### src/rtl/alu_exec_unit.sv
// Execute stage: AND/OR/ADD/SUB in one cycle, MUL by iterative shift-add over WIDTH cycles.
// Latency 1 cycle (WIDTH+1 for MUL); results held in DONE until out_ready, no accept while busy.
module alu_exec_unit #(
  parameter int WIDTH = 32
) (
  input  logic             clk,
  input  logic             rst,
  input  logic             in_valid,
  output logic             in_ready,
  input  logic [3:0]       alu_ctrl,
  input  logic [WIDTH-1:0] op_a,
  input  logic [WIDTH-1:0] op_b,
  output logic             out_valid,
  input  logic             out_ready,
  output logic [WIDTH-1:0] result,
  output logic             zero,
  output logic             ovf,
  output logic             illegal
);

  localparam int CW = (WIDTH > 1) ? $clog2(WIDTH) : 1;

  localparam logic [1:0] S_IDLE = 2'd0;
  localparam logic [1:0] S_MUL  = 2'd1;
  localparam logic [1:0] S_DONE = 2'd2;

  localparam logic [3:0] C_AND = 4'b0000;
  localparam logic [3:0] C_OR  = 4'b0001;
  localparam logic [3:0] C_ADD = 4'b0010;
  localparam logic [3:0] C_SUB = 4'b0011;
  localparam logic [3:0] C_MUL = 4'b0100;

  logic [1:0]       state;
  logic [WIDTH-1:0] mcand;
  logic [WIDTH-1:0] mplier;
  logic [WIDTH-1:0] acc;
  logic [CW-1:0]    cnt;

  logic [WIDTH-1:0] sum;
  logic [WIDTH-1:0] diff;
  logic             ovf_add;
  logic             ovf_sub;
  logic [WIDTH-1:0] acc_nxt;
  logic [WIDTH-1:0] alu_res;
  logic             alu_ovf;

  assign in_ready  = (state == S_IDLE);
  assign out_valid = (state == S_DONE);

  assign sum     = op_a + op_b;
  assign diff    = op_a - op_b;
  assign ovf_add = (op_a[WIDTH-1] == op_b[WIDTH-1]) && (sum[WIDTH-1]  != op_a[WIDTH-1]);
  assign ovf_sub = (op_a[WIDTH-1] != op_b[WIDTH-1]) && (diff[WIDTH-1] != op_a[WIDTH-1]);
  assign acc_nxt = mplier[0] ? (acc + mcand) : acc;

  always_comb begin
    alu_res = '0;
    alu_ovf = 1'b0;
    case (alu_ctrl)
      C_AND: alu_res = op_a & op_b;
      C_OR:  alu_res = op_a | op_b;
      C_ADD: begin
        alu_res = sum;
        alu_ovf = ovf_add;
      end
      C_SUB: begin
        alu_res = diff;
        alu_ovf = ovf_sub;
      end
      default: begin
        alu_res = '0;
        alu_ovf = 1'b0;
      end
    endcase
  end

  always_ff @(posedge clk or posedge rst) begin
    if (rst) begin
      state   <= S_IDLE;
      mcand   <= '0;
      mplier  <= '0;
      acc     <= '0;
      cnt     <= '0;
      result  <= '0;
      zero    <= 1'b0;
      ovf     <= 1'b0;
      illegal <= 1'b0;
    end else begin
      case (state)
        S_IDLE: begin
          if (in_valid) begin
            if (alu_ctrl == C_MUL) begin
              mcand  <= op_a;
              mplier <= op_b;
              acc    <= '0;
              cnt    <= '0;
              state  <= S_MUL;
            end else if (alu_ctrl > C_MUL) begin
              result  <= '0;
              zero    <= 1'b1;
              ovf     <= 1'b0;
              illegal <= 1'b1;
              state   <= S_DONE;
            end else begin
              result  <= alu_res;
              zero    <= (alu_res == '0);
              ovf     <= alu_ovf;
              illegal <= 1'b0;
              state   <= S_DONE;
            end
          end
        end
        S_MUL: begin
          // The last of WIDTH steps writes its partial sum straight into result.
          acc    <= acc_nxt;
          mcand  <= mcand << 1;
          mplier <= mplier >> 1;
          if (cnt == CW'(WIDTH - 1)) begin
            result  <= acc_nxt;
            zero    <= (acc_nxt == '0);
            ovf     <= 1'b0;
            illegal <= 1'b0;
            cnt     <= '0;
            state   <= S_DONE;
          end else begin
            cnt <= cnt + 1'b1;
          end
        end
        S_DONE: begin
          if (out_ready) state <= S_IDLE;
        end
        default: state <= S_IDLE;
      endcase
    end
  end

endmodule

### config.mk
export PLATFORM = sky130hd
export DESIGN_NAME = alu_exec_unit
export DESIGN_NICKNAME = d
export VERILOG_FILES = /design/src/rtl/alu_exec_unit.sv
export SDC_FILE = /design/constraint.sdc
export NUM_CORES = 1
export LEC_CHECK = 0
export ABC_CLOCK_PERIOD_IN_PS = 4600
export CORE_MARGIN = 8
export CORE_UTILIZATION = 54
export DETAILED_ROUTE_END_ITERATION = 8
export GPL_ROUTABILITY_DRIVEN = 0
export PLACE_DENSITY = 0.78
export SYNTH_ARGS = -nofsm -noshare
export SYNTH_HDL_FRONTEND = slang
export SYNTH_SLANG_ARGS = --single-unit
export TNS_END_PERCENT = 100
### constraint.sdc
create_clock -name clk -period 4.6 [get_ports clk]
set_clock_uncertainty 0.15 [all_clocks]
set_input_delay 0.46 -clock clk [delete_from_list [all_inputs] [get_ports clk]]
set_output_delay 0.46 -clock clk [all_outputs]
set_load 0.02 [all_outputs]
Word-level counts from Yosys, hierarchy flattened
Index checks and enable logic that the tools add are counted.
{"block": "totals", "reg_bits": 138, "latchBits": 0, "ram_bits": 0, "mem_bits_ro": 0, "wordCells": 82, "memories": 0}
{"block": "op_classes", "add_sub_neg": 4, "multipliers": 0, "div": 0, "order_cmp": 1, "eq_ne": 16, "shift": 0, "muxes": 40, "bitwise": 2, "reduce_logical": 10}
{"operator": "2-to-1 mux 32 bit", "n": 11}
{"operator": "one-hot mux 32 bit (2 select lines)", "n": 4}
{"operator": "one-hot mux 32 bit (4 select lines)", "n": 1}
{"operator": "adder 32 bit", "n": 2}
{"operator": "logical NOT 32 bit", "n": 2}
{"operator": "AND 32 bit", "n": 1}
{"operator": "bitwise OR 32 bit", "n": 1}
{"operator": "subtractor 32 bit", "n": 1}
{"operator": "2-to-1 mux 5 bit", "n": 3}
{"operator": "2-to-1 mux 1 bit", "n": 11}
{"operator": "one-hot mux 5 bit (2 select lines)", "n": 1}
{"operator": "equality test 4 x 2 -> 1 bit (second input constant)", "n": 2}
{"operator": "2-to-1 mux 2 bit", "n": 4}
{"operator": "one-hot mux 1 bit (2 select lines)", "n": 4}
{"operator": "inequality test 2 bit (second input constant)", "n": 3}
{"operator": "one-hot mux 2 bit (3 select lines)", "n": 1}
{"operator": "AND reduction 3 bit", "n": 2}
{"operator": "adder 5 x 1 -> 5 bit (second input constant)", "n": 1}
{"operator": "equality test 5 bit (second input constant)", "n": 1}
{"operator": "equality test 4 x 1 -> 1 bit (second input constant)", "n": 1}
{"operator": "equality test 4 x 3 -> 1 bit (second input constant)", "n": 1}
{"operator": "greater-than comparator 4 x 3 -> 1 bit (second input constant)", "n": 1}
{"operator": "logical NOT 4 bit", "n": 1}
{"operator": "inequality test 2 x 1 -> 1 bit (second input constant)", "n": 2}
{"operator": "8 further kinds", "n": 11}

Logic depth before layout (Yosys ltp)
Gate-level depths: netlist of the first run.
{"block": "logic_depth", "ltp_word": 8, "ltp_mapped": 16, "mapped_depth_nobuf": 16}

Least setup slack after synthesis of the first run
OpenSTA, ideal clock, no wires.
{"block": "synth_timing", "kind": "register -> register", "from": "register mcand[0]", "to": "register zero", "setup_time_ns": 0.065, "arrival_ns": 3.352, "slack_ns": 1.034, "path_stages_with_launch": 15, "path_cell_list": "dfrtp_1 -> ha_1 -> fa_1 -> a211oi_1 -> o21bai_1 -> o2111ai_1 -> a211oi_2 -> a41o_1 -> a41oi_2 -> nand3b_1 -> o2111ai_1 -> nor4_1 -> nand4_1 -> nor4_1 -> a211o_1"}
{"block": "synth_via", "elab_chain_cells": 5}
{"item": "from (decl)", "line": "34", "text": "logic [WIDTH-1:0] mcand;"}
{"item": "from (signal assigned)", "line": "93", "text": "mcand <= op_a;"}
{"item": "from (signal assigned)", "line": "116", "text": "mcand <= mcand << 1;"}
{"item": "adder 32 bit", "line": "54", "text": "assign acc_nxt = mplier[0] ? (acc + mcand) : acc;"}
{"item": "2-to-1 mux 32 bit", "line": "54"}
{"item": "logical NOT 32 bit", "line": "120", "text": "zero <= (acc_nxt == '0);"}
{"item": "2-to-1 mux 1 bit", "line": "118", "text": "if (cnt == CW'(WIDTH - 1)) begin"}
{"item": "one-hot mux 1 bit (2 select lines)", "line": "89", "text": "case (state)"}
{"item": "to (signal assigned)", "line": "106", "text": "zero <= (alu_res == '0);"}
{"item": "to (signal assigned)", "line": "120"}
{"item": "to (decl)", "line": "16", "text": "output logic zero,"}
Every way passes these cells. The select of a mux whose other input is x is not followed.
A chain may end at the register's enable or synchronous reset.

Worst setup path in the final report of the first run
{"block": "layout_timing", "from": "input port op_b[0]", "to": "register zero"}
{"block": "layout_via", "elab_chain_cells": 7}
{"item": "from (decl)", "line": "12", "text": "input logic [WIDTH-1:0] op_b,"}
{"item": "subtractor 32 bit, or another cell as far along", "line": "51", "text": "assign diff = op_a - op_b;"}
{"item": "one-hot mux 32 bit (4 select lines) *", "line": "59", "text": "case (alu_ctrl)"}
{"item": "logical NOT 32 bit *", "line": "106"}
{"item": "2-to-1 mux 1 bit *", "line": "98", "text": "end else if (alu_ctrl > C_MUL) begin"}
{"item": "2-to-1 mux 1 bit *", "line": "92", "text": "if (alu_ctrl == C_MUL) begin"}
{"item": "2-to-1 mux 1 bit *", "line": "91", "text": "if (in_valid) begin"}
{"item": "one-hot mux 1 bit (2 select lines) *", "line": "89"}
Every way passes the cells marked *; elsewhere a longest branch is shown, timed or not. The select of a mux whose other input is x is not followed.

==> results.json, run 1 <==
{
  "status": "finished clean",
  "grt_max_degree": 90,
  "cts_buffers": 17,
  "fin_util": 0.629,
  "clockBufferDepth": 2,
  "ys_seq_area_frac": 0.265,
  "hold-worst-slack_ns": 0.327,
  "critical_path_required_ns": 4.82,
  "avgSynthCellArea_sq_um": 7.66,
  "ant_nets": 0,
  "fmax_ghz": 0.226,
  "initialDrtViolationCount": 1881,
  "place_worst_setup_slack_ns": -0.147,
  "postRouteWirelength_mm": 41.2,
  "grt_pass1_vias": 12403,
  "multi_input_area_sq_mm": 0.00877,
  "synth_cell_types": 91,
  "grt_remaining_overflow": 0,
  "drc": 0,
  "yosysWarnings": 0,
  "regArea_sq_mm": 0.00345,
  "num_io_pins": 109,
  "start_kind": "input port",
  "p_per_area_mw_per_mm2": 510,
  "critPathMaxFanout": 4,
  "final.setup.worst_slack_ns": 0.185,
  "dp_cells": 2083,
  "power_mw": 7.70,
  "peakVddDrop_mv": 0.271,
  "dieHeight_um": 171,
  "synth_ff_type": "dfrtp_1",
  "die_area_sq_mm": 0.0293,
  "cts_num_sinks": 138,
  "async_flop_share": 1.00,
  "hp-class": "register to register",
  "diodes": 0,
  "die_w_um": 171,
  "first_pass_iters": 6,
  "synth_edf_count": 0,
  "viasPerCell": 6.26,
  "max_slew_margin": 0.330,
  "wl_per_cell_um": 19.5,
  "design_area_sq_mm": 0.0151,
  "coreArea_sq_mm": 0.0240,
  "endpoint_kind": "register",
  "synth_cells": 1700,
  "fin_setup_tns_ns": 0,
  "htree_levels": 4,
  "slew_violations": 0,
  "cts_setup_buffers": 0,
  "nets": 1986,
  "grt_pass1_wl_mm": 65.8,
  "worst_pin_slew_ns": 1.00,
  "fin_crit_sh": 0.960,
  "synth-seq-cells": 138,
  "clk_pin_slew_ns": 0.06,
  "crit_type": "input port to register",
  "initial_core_util": 0.542,
  "io_buffers": 108,
  "rsz0062_at_grt": "false",
  "antenna_found_initial": 0,
  "dp_hpwl_mm": 31.0,
  "clk_latency_ns": 0.44,
  "drv_cap": 0,
  "reg2reg_setup_slack_ns": 0.38,
  "post_dp_cell_area_sq_mm": 0.0145,
  "num_vias": 13248,
  "cts-root-buf": "clkbuf_16",
  "area_delta_synth_final_pct": 16.0,
  "ctsHoldBuffers": 0,
  "hold_viol": 0,
  "track_usage": 0.280,
  "nFillCells": 2107,
  "syn_area_sq_mm": 0.0130,
  "period_needed_ns": 4.42,
  "cts_tree": "built",
  "row_count": 57,
  "finalSetupViolations": 0,
  "drive_above_1_share": 0.0748,
  "syn_nets": 1908,
  "p_leak_nw": 7.00,
  "critical_path_arrival_ns": 4.64,
  "stdcell_count": 2115
}
[state kept, by name, summed over array words and instances, names as in the netlist]
name / cells
zero: 1
cnt: 5
illegal: 1
mplier: 32
ovf: 1
acc: 32
state: 2
result: 32
mcand: 32
[timing repair]
action                                  CTS  global route
endpoints found under the setup margin    0             1
gates resized for setup                   0             1
hold endpoints to repair                  0             0
[power by group]
| group | internal, mW | switching [mW] | leakage (nW) |
|---|---|---|---|
| Combinational | 1.80 | 2.43 | 5.01 |
| Sequential | 1.69 | 0.403 | 1.71 |
| Clock | 0.792 | 0.595 | 0.283 |
| Total | 4.28 | 3.43 | 7.00 |
[routing by layer]
layer	vias to the layer above	track usage	wire, um
met5	-	0	0
met4	0	0.0975	1170
met3	109	0.0594	4440
met2	703	0.439	18500
met1	6234	0.377	17100
li1	6202	-	-
[cells in the final DEF (no fill, tap or decap), types with 5 or more instances in the layout]
| cell | n |
|---|---|
| a211o_1 | 5 |
| nand2_1 | 232 |
| o21bai_1 | 10 |
| nor4_1 | 11 |
| ha_1 | 133 |
| mux2i_1 | 28 |
| a211oi_1 | 20 |
| xnor2_1 | 47 |
| and2_1 | 5 |
| o22ai_1 | 12 |
| clkdlybuf4s50_1 | 107 |
| and3_1 | 17 |
| o21a_1 | 5 |
| a31o_2 | 5 |
| a21oi_1 | 133 |
| a31oi_1 | 75 |
| nor2b_1 | 11 |
| dfrtp_1 | 138 |
| inv_1 | 112 |
| o21ai_0 | 95 |
| nor2_1 | 195 |
| clkbuf_16 | 17 |
| buf_4 | 50 |
| nand3b_1 | 5 |
| nand3_1 | 20 |
| a2111oi_0 | 5 |
| a22oi_1 | 5 |
| mux2_2 | 7 |
| xor2_1 | 9 |
| nand2b_1 | 15 |
| o211ai_1 | 24 |
| o31ai_1 | 17 |
| or2_2 | 6 |
| nor3_1 | 24 |
| nand4_1 | 14 |
| a22o_1 | 12 |
| a21o_1 | 42 |
[critical path: stages]
cell and delay [ns]:
clkdlybuf4s50_1 0.47, ha_1 0.25, inv_1 0.08, fa_1 0.18, and2b_1 0.22, o211ai_1 0.34
a2111oi_2 0.12, a2111oi_0 0.84, o21ba_2 0.27, a21oi_1 0.09, xnor2_1 0.13, a211o_1 0.34
nor4b_1 0.31, nand4b_1 0.15, nor4_2 0.26, a211o_1 0.13
[layout make-up]
| type | count | area share |
|---|---|---|
| Multi-Input combinational cell | 1348 | 0.580 |
| Sequential cell | 138 | 0.228 |
| Timing Repair Buffer | 159 | 0.0974 |
| Clock buffer | 20 | 0.0309 |
| Inverter | 114 | 0.0286 |
| Tap cell | 324 | 0.0268 |
| Clock inverter | 12 | 0.00745 |
[final timing paths]
| path | start | endpoint | cells after the start |
|---|---|---|---|
| setup / recovery | op_b[0] | zero$_DFFE_PP0P_ | 16 |
| hold / removal | result[20]$_DFFE_PP0P_ | result[20]$_DFFE_PP0P_ | 2 |
| setup reg to reg | acc[0]$_DFFE_PP0P_ | zero$_DFFE_PP0P_ | 14 |
| hold reg to reg | result[20]$_DFFE_PP0P_ | result[20]$_DFFE_PP0P_ | 2 |
| max in group asynchronous | rst | mcand[24]$_DFFE_PP0P_ | 3 |
| min in group asynchronous | rst | state[0]$_DFFE_PP0P_ | 2 |
[cells by family (layout without fill, tap and decap cells)]
group	Yosys count	count (layout)	synth area share
AOI/OAI and AO/OA	535	535	0.273
xor gates and xnor gates	56	56	0.0377
adders and majority gates	136	136	0.132
buffers and inverters	214	305	0.0634
DFF	138	138	0.265
muxes	35	35	0.0276
and+or+nand+nor	586	586	0.201
[cells in the mapped netlist, types with 6 or more instances]
| cell | count | area share |
|---|---|---|
| o211ai_1 | 24 | 0.014 |
| nor2b_1 | 12 | 0.0058 |
| xnor2_1 | 47 | 0.032 |
| a21oi_1 | 133 | 0.051 |
| a21o_1 | 42 | 0.024 |
| nand4_1 | 14 | 0.0067 |
| o31ai_1 | 17 | 0.0098 |
| o21bai_1 | 10 | 0.0058 |
| xor2_1 | 9 | 0.0061 |
| nor4_1 | 11 | 0.0053 |
| o21ai_0 | 95 | 0.037 |
| o22ai_1 | 12 | 0.0058 |
| nand3_1 | 20 | 0.0077 |
| ha_1 | 133 | 0.13 |
| mux2i_1 | 28 | 0.022 |
| buf_1 | 9 | 0.0026 |
| dfrtp_1 | 138 | 0.27 |
| a22o_1 | 12 | 0.0081 |
| inv_1 | 113 | 0.033 |
| a211oi_1 | 20 | 0.012 |
| or2_2 | 6 | 0.0029 |
| a2111oi_0 | 6 | 0.0040 |
| nor2_1 | 196 | 0.056 |
| a31oi_1 | 75 | 0.036 |
| mux2_2 | 7 | 0.0061 |
| and3_1 | 17 | 0.0082 |
| nor3_1 | 24 | 0.0092 |
| buf_2 | 12 | 0.0046 |
| clkbuf_1 | 77 | 0.022 |
| nand2_1 | 232 | 0.067 |
| nand2b_1 | 17 | 0.0082 |
Note: power is estimated with default switching activity, not from simulation.
==> inputs of run 2 (changes only) <==
GPL_ROUTABILITY_DRIVEN = 1   (was 0)
==> results.json, run 2 (synthesis gave the netlist of run 1 again) <==
{
  "r2r-start": "mcand[0]$_DFFE_PP0P_",
  "track_usage": 0.310,
  "dp_cells": 2123,
  "clockBufferDepth": 2,
  "grt_max_degree": 129,
  "fmax_ghz": 0.229,
  "power_mw": 8.01,
  "worst_pin_slew_ns": 0.881,
  "layout_common_cells": "nand2_1 (232), nor2_1 (195), dfrtp_1 (138)",
  "cts-root-buf": "clkbuf_16",
  "wl_per_cell_um": 21.1,
  "critical_path_required_ns": 4.81,
  "num_vias": 13455,
  "cts_buffers": 17,
  "cts_tree": "built",
  "postRouteWirelength_mm": 45.4,
  "path_common_cell": "nor4_2",
  "path_cells": "clkdlybuf4s50_1 > inv_1 > ha_1 > a211oi_1 > buf_4 > o21ai_0 > a211oi_2 > o221a_2 > nand2_1 > xnor2_1 > a221oi_2 > nand4_1 > nor4_2 > nand4b_1 > nor4_2 > a211o_1",
  "nets": 2026,
  "clk_latency_ns": 0.43,
  "design_area_sq_mm": 0.0155,
  "max_slew_margin": 0.413,
  "hold_start": "result[24]$_DFFE_PP0P_",
  "post_dp_cell_area_sq_mm": 0.0148,
  "antenna_found_initial": 0,
  "fin_util": 0.644,
  "fin_crit_sh": 0.948,
  "nFillCells": 2161,
  "stdcell_count": 2154,
  "critPathMaxFanout": 4,
  "p_leak_nw": 7.22,
  "postCtsResizedCells": 0,
  "cp_slowest_stage_delay_ns": 0.52,
  "initial_core_util": 0.542,
  "critical_path.top_delay_family": "compound AO/OA/AOI/OAI gates",
  "row_count": 57,
  "htree_levels": 4,
  "cts_num_sinks": 138,
  "peakVddDrop_mv": 0.282,
  "status": "finished clean",
  "gp_congestion": 0.977,
  "dieHeight_um": 171,
  "cts_setup_buffers": 0,
  "critical_path_arrival_ns": 4.57,
  "grt_remaining_overflow": 0,
  "drive_above_1_share": 0.0945,
  "grt_pass1_vias": 12872,
  "start_kind": "input port",
  "crit_start": "op_b[1]",
  "clk_pin_slew_ns": 0.06,
  "endpoint_kind": "register",
  "viasPerCell": 6.25,
  "hold_viol": 0,
  "crit_type": "input port to register",
  "num_io_pins": 109,
  "rsz0062_at_grt": "false",
  "hold-worst-slack_ns": 0.329,
  "ant_nets": 0,
  "first_pass_iters": 7,
  "slew_violations": 0,
  "ctsHoldBuffers": 0,
  "hp-class": "register to register",
  "area_delta_synth_final_pct": 18.8,
  "die_w_um": 171,
  "initialDrtViolationCount": 1696,
  "period_needed_ns": 4.36,
  "critPathSlowestCell": "a221oi_2",
  "diodes": 0,
  "drv_cap": 0,
  "grt_pass1_wl_mm": 71.4,
  "crit_buf_inv": 3,
  "dp_hpwl_mm": 35.1,
  "p_per_area_mw_per_mm2": 518,
  "finalSetupViolations": 0,
  "io_buffers": 108,
  "drc": 0,
  "die_area_sq_mm": 0.0293,
  "coreArea_sq_mm": 0.0240,
  "layout_commonest_cell": "nand2_1"
}
[run 2: changes by cell type in the layout (fill, tap and decap cells not counted), sizes merged]
cell      delta
buf         +40
bufinv       +3
clkbuf       -3
clkinv       -3
inv          +3
clkinvlp     -1
[run 2: worst reg2reg max path, delay by kind of cell, from the launching register on]
kind / cells / cell delay (ns)
adder cells (fa/ha/maj): 2 / 0.71
AO/OA/AOI/OAI: 8 / 1.90
flip-flops: 1 / 0.40
AND/OR/NAND/NOR: 4 / 1.08
[run 2: power by group]
group | switching (mW) | internal (mW) | total, mW
Clock | 0.619 | 0.923 | 1.54
Sequential | 0.402 | 1.69 | 2.09
Combinational | 2.53 | 1.85 | 4.38
Total | 3.55 | 4.46 | 8.01
[run 2: worst paths after layout]
kind | cells after the start | slack [ns] | endpoint
hold reg to reg | 1 | 0.33 | result[24]$_DFFE_PP0P_
setup / recovery | 16 | 0.24 | zero$_DFFE_PP0P_
setup reg to reg | 14 | 0.28 | zero$_DFFE_PP0P_
min in group asynchronous | 2 | 0.44 | state[0]$_DFFE_PP0P_
max in group asynchronous | 3 | 2.95 | acc[19]$_DFFE_PP0P_
hold / removal | 1 | 0.33 | result[24]$_DFFE_PP0P_
[run 2: metrics by stage]
step / TNS (ns) / worst slack (ns)
2_1_floorplan: 0 / 0.294
6_report: 0 / 0.240
3_5_place_dp: -0.0929 / -0.0929
4_1_cts: 0 / 0.326
3_3_place_gp: -0.0433 / -0.0433
5_1_grt: 0 / 0.0373
[run 2: final cells by class]
| cell class | count | area (sq um) | area share |
|---|---|---|---|
| multi-input cells | 1348 | 8770 | 0.567 |
| flip-flops and latches | 138 | 3450 | 0.223 |
| repair buffers | 199 | 1770 | 0.115 |
| inverters | 114 | 433 | 0.0280 |
| clock buffers | 17 | 425 | 0.0275 |
| well taps | 324 | 405 | 0.0262 |
| clock inverters | 14 | 211 | 0.0137 |
[run 2: metal layers]
metal / wire length, um / up-vias / track usage
met3: 3640 / 69 / 0.0441
met1: 20500 / 6472 / 0.442
met4: 762 / 0 / 0.0703
li1: - / 6291 / -
met5: 0 / - / 0
met2: 20500 / 623 / 0.491
